**src/rtl/uart_ctrl_pkg.sv**
```systemverilog
// Shared types and constants for the UART receive-side controller.
package uart_ctrl_pkg;

   typedef enum logic [1:0] {
      RUN      = 2'd0,
      ERR_HOLD = 2'd1,
      RESYNC   = 2'd2
   } rx_ctrl_state_t;

   localparam int UART_WORD_W   = 9;
   localparam int DEFAULT_DEPTH = 8;
   localparam int DEFAULT_ERR_W = 8;

endpackage

```
**src/rtl/uart_word_fifo.sv**
```systemverilog
// Synchronous first-word-fall-through FIFO; the head entry is visible on rd_data
// whenever the FIFO is non-empty.
module uart_word_fifo #(
   parameter int WIDTH = 9,
   parameter int DEPTH = 8
) (
   input  logic                   clock,
   input  logic                   reset,
   input  logic                   push,
   input  logic [WIDTH-1:0]       wr_data,
   input  logic                   pop,
   output logic [WIDTH-1:0]       rd_data,
   output logic                   full,
   output logic                   empty,
   output logic [$clog2(DEPTH):0] count
);

   localparam int PTR_W = $clog2(DEPTH);

   logic [WIDTH-1:0] mem [DEPTH];
   logic [PTR_W-1:0] wr_ptr;
   logic [PTR_W-1:0] rd_ptr;
   logic             do_push;
   logic             do_pop;

   assign empty   = (count == '0);
   assign full    = (count == (PTR_W+1)'(DEPTH));
   assign do_pop  = pop & ~empty;
   // A full FIFO still takes a push when the head leaves in the same cycle.
   assign do_push = push & (~full | do_pop);
   assign rd_data = empty ? '0 : mem[rd_ptr];

   always_ff @(posedge clock) begin
      if (do_push) begin
         mem[wr_ptr] <= wr_data;
      end
   end

   always_ff @(posedge clock) begin
      if (reset) begin
         wr_ptr <= '0;
         rd_ptr <= '0;
         count  <= '0;
      end else begin
         if (do_push) begin
            wr_ptr <= wr_ptr + PTR_W'(1);
         end
         if (do_pop) begin
            rd_ptr <= rd_ptr + PTR_W'(1);
         end
         case ({do_push, do_pop})
            2'b10:   count <= count + (PTR_W+1)'(1);
            2'b01:   count <= count - (PTR_W+1)'(1);
            default: count <= count;
         endcase
      end
   end

endmodule

```
**src/rtl/uart_rx_ctrl.sv**
```systemverilog
// Receive-side controller: gates receiver strobes through an error/resync FSM,
// buffers accepted words and tracks framing errors and overflow drops.
module uart_rx_ctrl
   import uart_ctrl_pkg::*;
#(
   parameter int DEPTH = DEFAULT_DEPTH,
   parameter int ERR_W = DEFAULT_ERR_W
) (
   input  logic                   clock,
   input  logic                   reset,
   input  logic [UART_WORD_W-1:0] rx_data,
   input  logic                   rx_done,
   input  logic                   rx_framing_error,
   input  logic                   enable,
   input  logic                   clear_status,
   output logic [UART_WORD_W-1:0] out_data,
   output logic                   out_valid,
   input  logic                   out_ready,
   output logic                   overflow,
   output logic [ERR_W-1:0]       err_count,
   output logic [$clog2(DEPTH):0] fifo_count,
   output logic                   busy
);

   rx_ctrl_state_t state;
   logic           fe_prev;
   logic           fe_rise;
   logic           fifo_full;
   logic           fifo_empty;
   logic           push_req;
   logic           push;
   logic           pop;
   logic           drop;

   assign fe_rise   = rx_framing_error & ~fe_prev;
   assign out_valid = ~fifo_empty;
   assign pop       = out_valid & out_ready;
   assign push_req  = (state == RUN) & rx_done & enable;
   assign push      = push_req & (~fifo_full | pop);
   assign drop      = push_req & fifo_full & ~pop;
   assign busy      = (state != RUN) | out_valid;

   uart_word_fifo #(
      .WIDTH (UART_WORD_W),
      .DEPTH (DEPTH)
   ) u_fifo (
      .clock   (clock),
      .reset   (reset),
      .push    (push),
      .wr_data (rx_data),
      .pop     (pop),
      .rd_data (out_data),
      .full    (fifo_full),
      .empty   (fifo_empty),
      .count   (fifo_count)
   );

   // After an error the first completed word is untrusted, so RESYNC eats one
   // strobe before returning to RUN. A clear in the same cycle as a new event
   // or drop still records that event.
   always_ff @(posedge clock) begin
      if (reset) begin
         state     <= RUN;
         fe_prev   <= 1'b0;
         overflow  <= 1'b0;
         err_count <= '0;
      end else begin
         fe_prev <= rx_framing_error;

         case (state)
            RUN: begin
               if (fe_rise) state <= ERR_HOLD;
            end
            ERR_HOLD: begin
               if (!rx_framing_error) state <= RESYNC;
            end
            RESYNC: begin
               if (fe_rise)      state <= ERR_HOLD;
               else if (rx_done) state <= RUN;
            end
            default: state <= RUN;
         endcase

         if (clear_status) begin
            overflow <= drop;
         end else if (drop) begin
            overflow <= 1'b1;
         end

         if (clear_status) begin
            err_count <= fe_rise ? ERR_W'(1) : '0;
         end else if (fe_rise && (err_count != '1)) begin
            err_count <= err_count + ERR_W'(1);
         end
      end
   end

endmodule

```
**config.mk**
```make
export PLATFORM = sky130hd
export DESIGN_NAME = uart_rx_ctrl
export DESIGN_NICKNAME = d
export VERILOG_FILES = /design/src/rtl/uart_ctrl_pkg.sv /design/src/rtl/uart_word_fifo.sv /design/src/rtl/uart_rx_ctrl.sv
export SDC_FILE = /design/constraint.sdc
export NUM_CORES = 1
export LEC_CHECK = 0
export ABC_AREA = 0
export CORE_MARGIN = 2
export CORE_UTILIZATION = 39
export DETAILED_ROUTE_END_ITERATION = 10
export PLACE_DENSITY_LB_ADDON = 0.15
export SETUP_SLACK_MARGIN = 0.5
export SLEW_MARGIN = 30
export SYNTH_ARGS = -nofsm -noshare
export SYNTH_HDL_FRONTEND = slang
export SYNTH_HIERARCHICAL = 1
export SYNTH_SLANG_ARGS = --single-unit
```
**constraint.sdc**
```tcl
create_clock -name clock -period 3.43 [get_ports clock]
set_input_delay 0.343 -clock clock [delete_from_list [all_inputs] [get_ports clock]]
set_output_delay 0.343 -clock clock [all_outputs]
set_load 0.005 [all_outputs]
```
# Yosys cells after proc, flatten, opt, wreduce, memory -nomap -nowiden
# Memory sizes are Yosys's and may differ from the RTL's. A register that Yosys moved wholly into a read port is not among the register bits.
# Cells that the tools add are included.
[totals]
regBits = 22
latch_bits = 0
mem_bits_rw = 72
mem_bits_ro = 0
output_inout_bits = 24
wordCells = 62
mem_count = 1
[classes]
addsub = 5
multipliers = 0
div_mod_pow = 0
order_cmp = 0
n_eq_ne = 9
shift = 0
muxes = 16
n_bitwise = 16
n_reduce_logical = 8
[memory_table]
columns = ["memory", "words", "width", "rd", "rd_ports_with_merged_regs", "write_ports", "line_no", "text"]
rows = [
  ["u_fifo.mem", 8, 9, 1, 1, 1, "uart_word_fifo.sv:20", "logic [WIDTH-1:0] mem [DEPTH];"],
]
[op_table]
columns = ["op", "n"]
rows = [
  ["$mux 8", 2],
  ["$and 1x1->1", 9],
  ["$mux 9", 1],
  ["$add 8x1->8 const B", 1],
  ["$mux 2", 4],
  ["$ne 8x8->1 const B", 1],
  ["$pmux 4 s2", 1],
  ["$reduce_bool 2->1", 4],
  ["$add 3x1->3 const B", 2],
  ["$mux 3", 2],
  ["$pmux 2 s3", 1],
  ["$mux 1", 5],
  ["$add 4x1->4 const B", 1],
  ["$eq 2x1->1 const B", 2],
  ["$eq 2x2->1 const B", 2],
  ["$eq 4x4->1 const B", 1],
  ["$logic_not 4->1", 1],
  ["$ne 2x2->1 const B", 2],
  ["$not 1->1", 4],
  ["$sub 4x1->4 const B", 1],
  ["$ne 3x3->1 const B", 1],
  ["$or 1x1->1", 3],
  ["$reduce_and 3->1", 1],
  ["$logic_not 2->1", 1],
  ["$logic_and 1x1->1", 1],
]

# Logic depth before layout (Yosys ltp)
[logic_depth]
word_depth = 8
ltp_mapped = 13
mapped_depth_nobuf = 11

# By module
# Netlist, hierarchy kept.
[by_module_without_submodules]
columns = ["module", "instances", "cells_per_inst", "area_each_um2"]
rows = [
  ["uart_word_fifo", 1, 197, 3469.6],
  ["uart_rx_ctrl", 1, 70, 594.3],
]

# Least setup slack after synthesis
# Ideal clock, no wire load.
[synth_timing]
path_kind = "flip-flop to flip-flop"
startpoint = "reg u_fifo.count[1]"
endpoint = "mem u_fifo.mem[0][0] (enable)"
setup_ns = 0.387
arrival_ns = 2.573
required_time_ns = 3.043
path_slack_ns = 0.470
stages_incl_launch_ff = 9
n_path_buf = 2
period_less_slack_ns = 2.960
cell_sequence = "dfxtp_1 -> nor4_1 -> clkbuf_1 -> nand2b_1 -> a21oi_1 -> clkbuf_1 -> o21ai_2 -> or2_2 -> nor3_1"
[synth_between]
elab_chain_cells = 8
word_cells_on_any_way = 12
cone_classes = "eq/ne (1); mux (2); bitwise (8); reduce/logical (1)"
[synth_lines]
columns = ["item", "line_no", "text"]
rows = [
  ["start: declaration", "uart_word_fifo.sv:15", "output logic [$clog2(DEPTH):0] count"],
  ["start signal: assignment", "uart_word_fifo.sv:52", "2'b10: count <= count + (PTR_W+1)'(1);"],
  ["start signal: assignment", "uart_word_fifo.sv:53", "2'b01: count <= count - (PTR_W+1)'(1);"],
  ["start signal: assignment", "uart_word_fifo.sv:54", "default: count <= count;"],
  ["$logic_not 4->1", "uart_word_fifo.sv:26", "assign empty = (count == '0);"],
  ["net fifo_empty", "uart_rx_ctrl.sv:29", "logic fifo_empty;"],
  ["$not 1->1", "uart_rx_ctrl.sv:36", "assign out_valid = ~fifo_empty;"],
  ["$and 1x1->1", "uart_rx_ctrl.sv:37", "assign pop = out_valid & out_ready;"],
  ["$or 1x1->1", "uart_rx_ctrl.sv:39", "assign push = push_req & (~fifo_full | pop);"],
  ["$and 1x1->1", "uart_rx_ctrl.sv:39", ""],
  ["net push", "uart_rx_ctrl.sv:31", "logic push;"],
  ["$and 1x1->1", "uart_word_fifo.sv:30", "assign do_push = push & (~full | do_pop);"],
  ["$mux 1", "uart_word_fifo.sv:34", "if (do_push) begin"],
  ["$mux 1 (not written as such)", "uart_word_fifo.sv:35", "mem[wr_ptr] <= wr_data;"],
  ["end: declaration", "uart_word_fifo.sv:20", ""],
]
# The timed path passes the listed nets, and every way through them passes these cells.

# Worst setup path after layout
[layout_timing]
startpoint = "reg u_fifo.count[0]"
endpoint = "reg u_fifo.count[3]"
[layout_between]
word_cells_on_any_way = 16
cone_classes = "add/sub (2); eq/ne (3); mux (1); bitwise (8); reduce/logical (2)"
[layout_rtl]
columns = ["item", "line_no", "text"]
rows = [
  ["$eq 4x4->1 *", "uart_word_fifo.sv:27", "assign full = (count == (PTR_W+1)'(DEPTH));"],
  ["net fifo_full", "uart_rx_ctrl.sv:28", "logic fifo_full;"],
  ["$not 1->1 *", "uart_rx_ctrl.sv:39", ""],
  ["$or 1x1->1 *", "uart_rx_ctrl.sv:39", ""],
  ["$and 1x1->1 *", "uart_rx_ctrl.sv:39", ""],
  ["net push", "uart_rx_ctrl.sv:31", ""],
  ["$and 1x1->1 *", "uart_word_fifo.sv:30", ""],
  ["$eq 2x1->1 / $eq 2x2->1 (equally long branches)", "uart_word_fifo.sv:51", "case ({do_push, do_pop})"],
  ["$pmux 4 s2 / $reduce_bool 2->1 (equally long branches)", "--", ""],
]
# Mark *: on every way through the listed nets, which the timed path passes. The rest lies on a longest branch.
# A chain may end at the register's enable or synchronous reset.

==> flow_summary.json <==
{
  "status": "complete, no violations",
  "vdd_ir_drop_max_v": 0.000168,
  "die_h_um": 106,
  "grt-ovfl-total": 0,
  "relSlewSlack_pct": 53.5,
  "initial_core_util_pct": 39.7,
  "hp-class": "flop to flop",
  "critical_path_class": "flop to flop",
  "grt_pass1_wl_um": 12700,
  "synth_flop_cell": "edfxtp_1",
  "hold_violations": 0,
  "skew_ps": 9.26,
  "hold_buffers": 0,
  "timing.final.max_slew_violations": 0,
  "grt_max_degree": 19,
  "dp_slack_ps": 555,
  "dr.pass1.iters": 4,
  "core_area_um2": 10200,
  "numCtsBuffers": 9,
  "yosysUniqueCellTypes": 46,
  "fin_crit_sh_pct": 77.1,
  "netlist_area_um2": 4060,
  "postCtsSetupBuffers": 0,
  "syn_inst": 267,
  "cts_root_buf": "clkbuf_8",
  "dp.cells": 446,
  "ant_nets": 0,
  "p_leak_nw": 1.58,
  "grt_usage_pct": 15.1,
  "start_kind": "flop",
  "die_x_um": 106,
  "gp_congestion": 0.794,
  "htree_levels": 3,
  "clockBufferDepth": 2,
  "drive_above_1_share_pct": 19.0,
  "fin_setup_tns_ps": 0,
  "hpwl_um": 5010,
  "fin_ws_ps": 784,
  "antenna_found_initial": 0,
  "worst_pin_slew_ps": 697,
  "cts_tree": "yes",
  "clock-sinks": 97,
  "ys_async_sr_fraction_pct": 0,
  "cellPowerDensity_nw_per_um2": 452,
  "diodes": 0,
  "synth_nets": 289,
  "fin_nets": 343,
  "synth.yosys.seq_area_share_pct": 65.5,
  "wl_per_cell_um": 17.0,
  "drt_iter0_drc": 80,
  "cp_max_fo": 11,
  "via_count": 2359,
  "drv_cap": 0,
  "arrival_ps": 2920,
  "ios": 40,
  "drcViolationCount": 0,
  "area_delta_synth_final_pct": 20.2,
  "dieArea_um2": 11300,
  "grt_pass1_vias": 2458,
  "synth.avg_cell_area_um2": 15.2,
  "cp-end-kind": "flop",
  "rsz0062_at_grt": "no",
  "cts_resized": 0,
  "drt_wl_total_um": 7850,
  "synth_edf_count": 72,
  "io_buffers": 39,
  "rows": 37,
  "insertion_delay_ps": 350,
  "ys_warn_count": 6,
  "synth-seq-cells": 97,
  "setup_viol": 0,
  "cp.required_ps": 3700,
  "path_clk_slew_ps": 90,
  "timing.fmax_mhz": 378,
  "routed_via_density": 5.11,
  "fin_cells": 462,
  "fin_crit_ps": 2650,
  "power_w": 0.00221
}
path summary, 6_finish.rpt:
path,from,to,slack [ps],depth (start not counted)
min,overflow,overflow,490,2
min reg2reg,overflow,overflow,490,2
max,u_fifo/count[0],u_fifo/count[3],780,11
max reg2reg,u_fifo/count[0],u_fifo/count[3],780,11
cells by family (layout without fill, tap and decap cells):
| group | after synthesis | count (layout) | synth area share (%) |
|---|---|---|---|
| flops | 97 | 97 | 65.5 |
| simple gates | 77 | 77 | 9.88 |
| mux | 33 | 33 | 13.7 |
| compound gates | 29 | 29 | 5.33 |
| buf+inv | 18 | 77 | 2.06 |
| xor+xnor | 7 | 7 | 1.51 |
| fa+ha+maj | 6 | 6 | 2.03 |
cell usage after synthesis (3+ instances only):
cell | count | area [um^2]
a211oi_1 | 3 | 22.5
a21oi_1 | 10 | 50.1
clkbuf_1 | 5 | 18.8
dfxtp_1 | 25 | 500
edfxtp_1 | 72 | 2160
ha_1 | 5 | 62.6
inv_1 | 8 | 30.0
mux2i_1 | 15 | 150
mux4_2 | 18 | 405
nand2_1 | 7 | 26.3
nand2b_1 | 5 | 31.3
nand3_1 | 6 | 30.0
nor2_1 | 34 | 128
nor3_1 | 4 | 20.0
o21ai_0 | 3 | 15.0
or2_2 | 4 | 25.0
xnor2_1 | 4 | 35.0
xor2_1 | 3 | 26.3
routing by layer:
layer,vias to the layer above,GRT usage (%),part of all wire [%]
met5,-,0,0
met1,1183,20.4,47
li1,1123,-,-
met3,9,3.00,3.2
met4,0,6.20,1.5
met2,44,24.1,48
power by group:
group	total [W]	switching, W	internal, W
clock	0.000706	0.000377	0.000329
combinational	0.000210	0.000101	0.000109
sequential	0.00129	0.0000163	0.00128
total	0.00221	0.000495	0.00171
state kept, by name, summed over array words and instances (netlist names), named ones only:
| name | cells |
|---|---|
| fe_prev | 1 |
| state | 2 |
| u_fifo/wr_ptr | 3 |
| err_count | 8 |
| u_fifo/count | 4 |
| overflow | 1 |
| u_fifo/rd_ptr | 3 |
| u_fifo/mem | 72 |
cell type report:
| class | count | area (um^2) |
|---|---|---|
| fill | 915 | 5350 |
| clock inverter | 7 | 61.3 |
| clock buffer | 9 | 124 |
| timing repair buffer | 53 | 495 |
| tap | 136 | 170 |
| sequential | 97 | 2670 |
| multi-input combinational | 152 | 1340 |
| inverter | 8 | 30.0 |
stage by stage:
step	hold slack, ps	util, %	instance area (um^2)
after floorplan	412	-	4070
after global placement	478	45.8	4690
after detailed placement	482	45.8	4690
after CTS	498	47.6	4870
after global routing	529	47.8	4890
final	495	47.8	4890
cell usage in the layout, fill, tap and decap left out, types with 3 or more instances in the layout:
| master | instances |
|---|---|
| nand2b_1 | 5 |
| clkdlybuf4s50_1 | 39 |
| edfxtp_1 | 72 |
| buf_4 | 14 |
| a21oi_1 | 9 |
| clkbuf_8 | 9 |
| ha_1 | 5 |
| mux2i_1 | 15 |
| inv_1 | 8 |
| or2_2 | 4 |
| xor2_1 | 3 |
| mux4_2 | 18 |
| a211oi_1 | 3 |
| nand2_1 | 7 |
| nor2_1 | 34 |
| dfxtp_2 | 4 |
| o21ai_0 | 3 |
| nand3_1 | 6 |
| xnor2_1 | 4 |
| clkinv_1 | 4 |
| dfxtp_1 | 21 |
worst max-delay path, stage by stage, from the launching register on:
cell and delay (ps):
dfxtp_2 390, nor3_2 330, and2_1 200, a21oi_1 70
buf_4 170, or2_2 320, inv_1 90, ha_1 280
nand3_1 170, nor4bb_1 310, o21bai_1 110, a31oi_1 130
No activity file was read; power rests on OpenSTA's default activity.
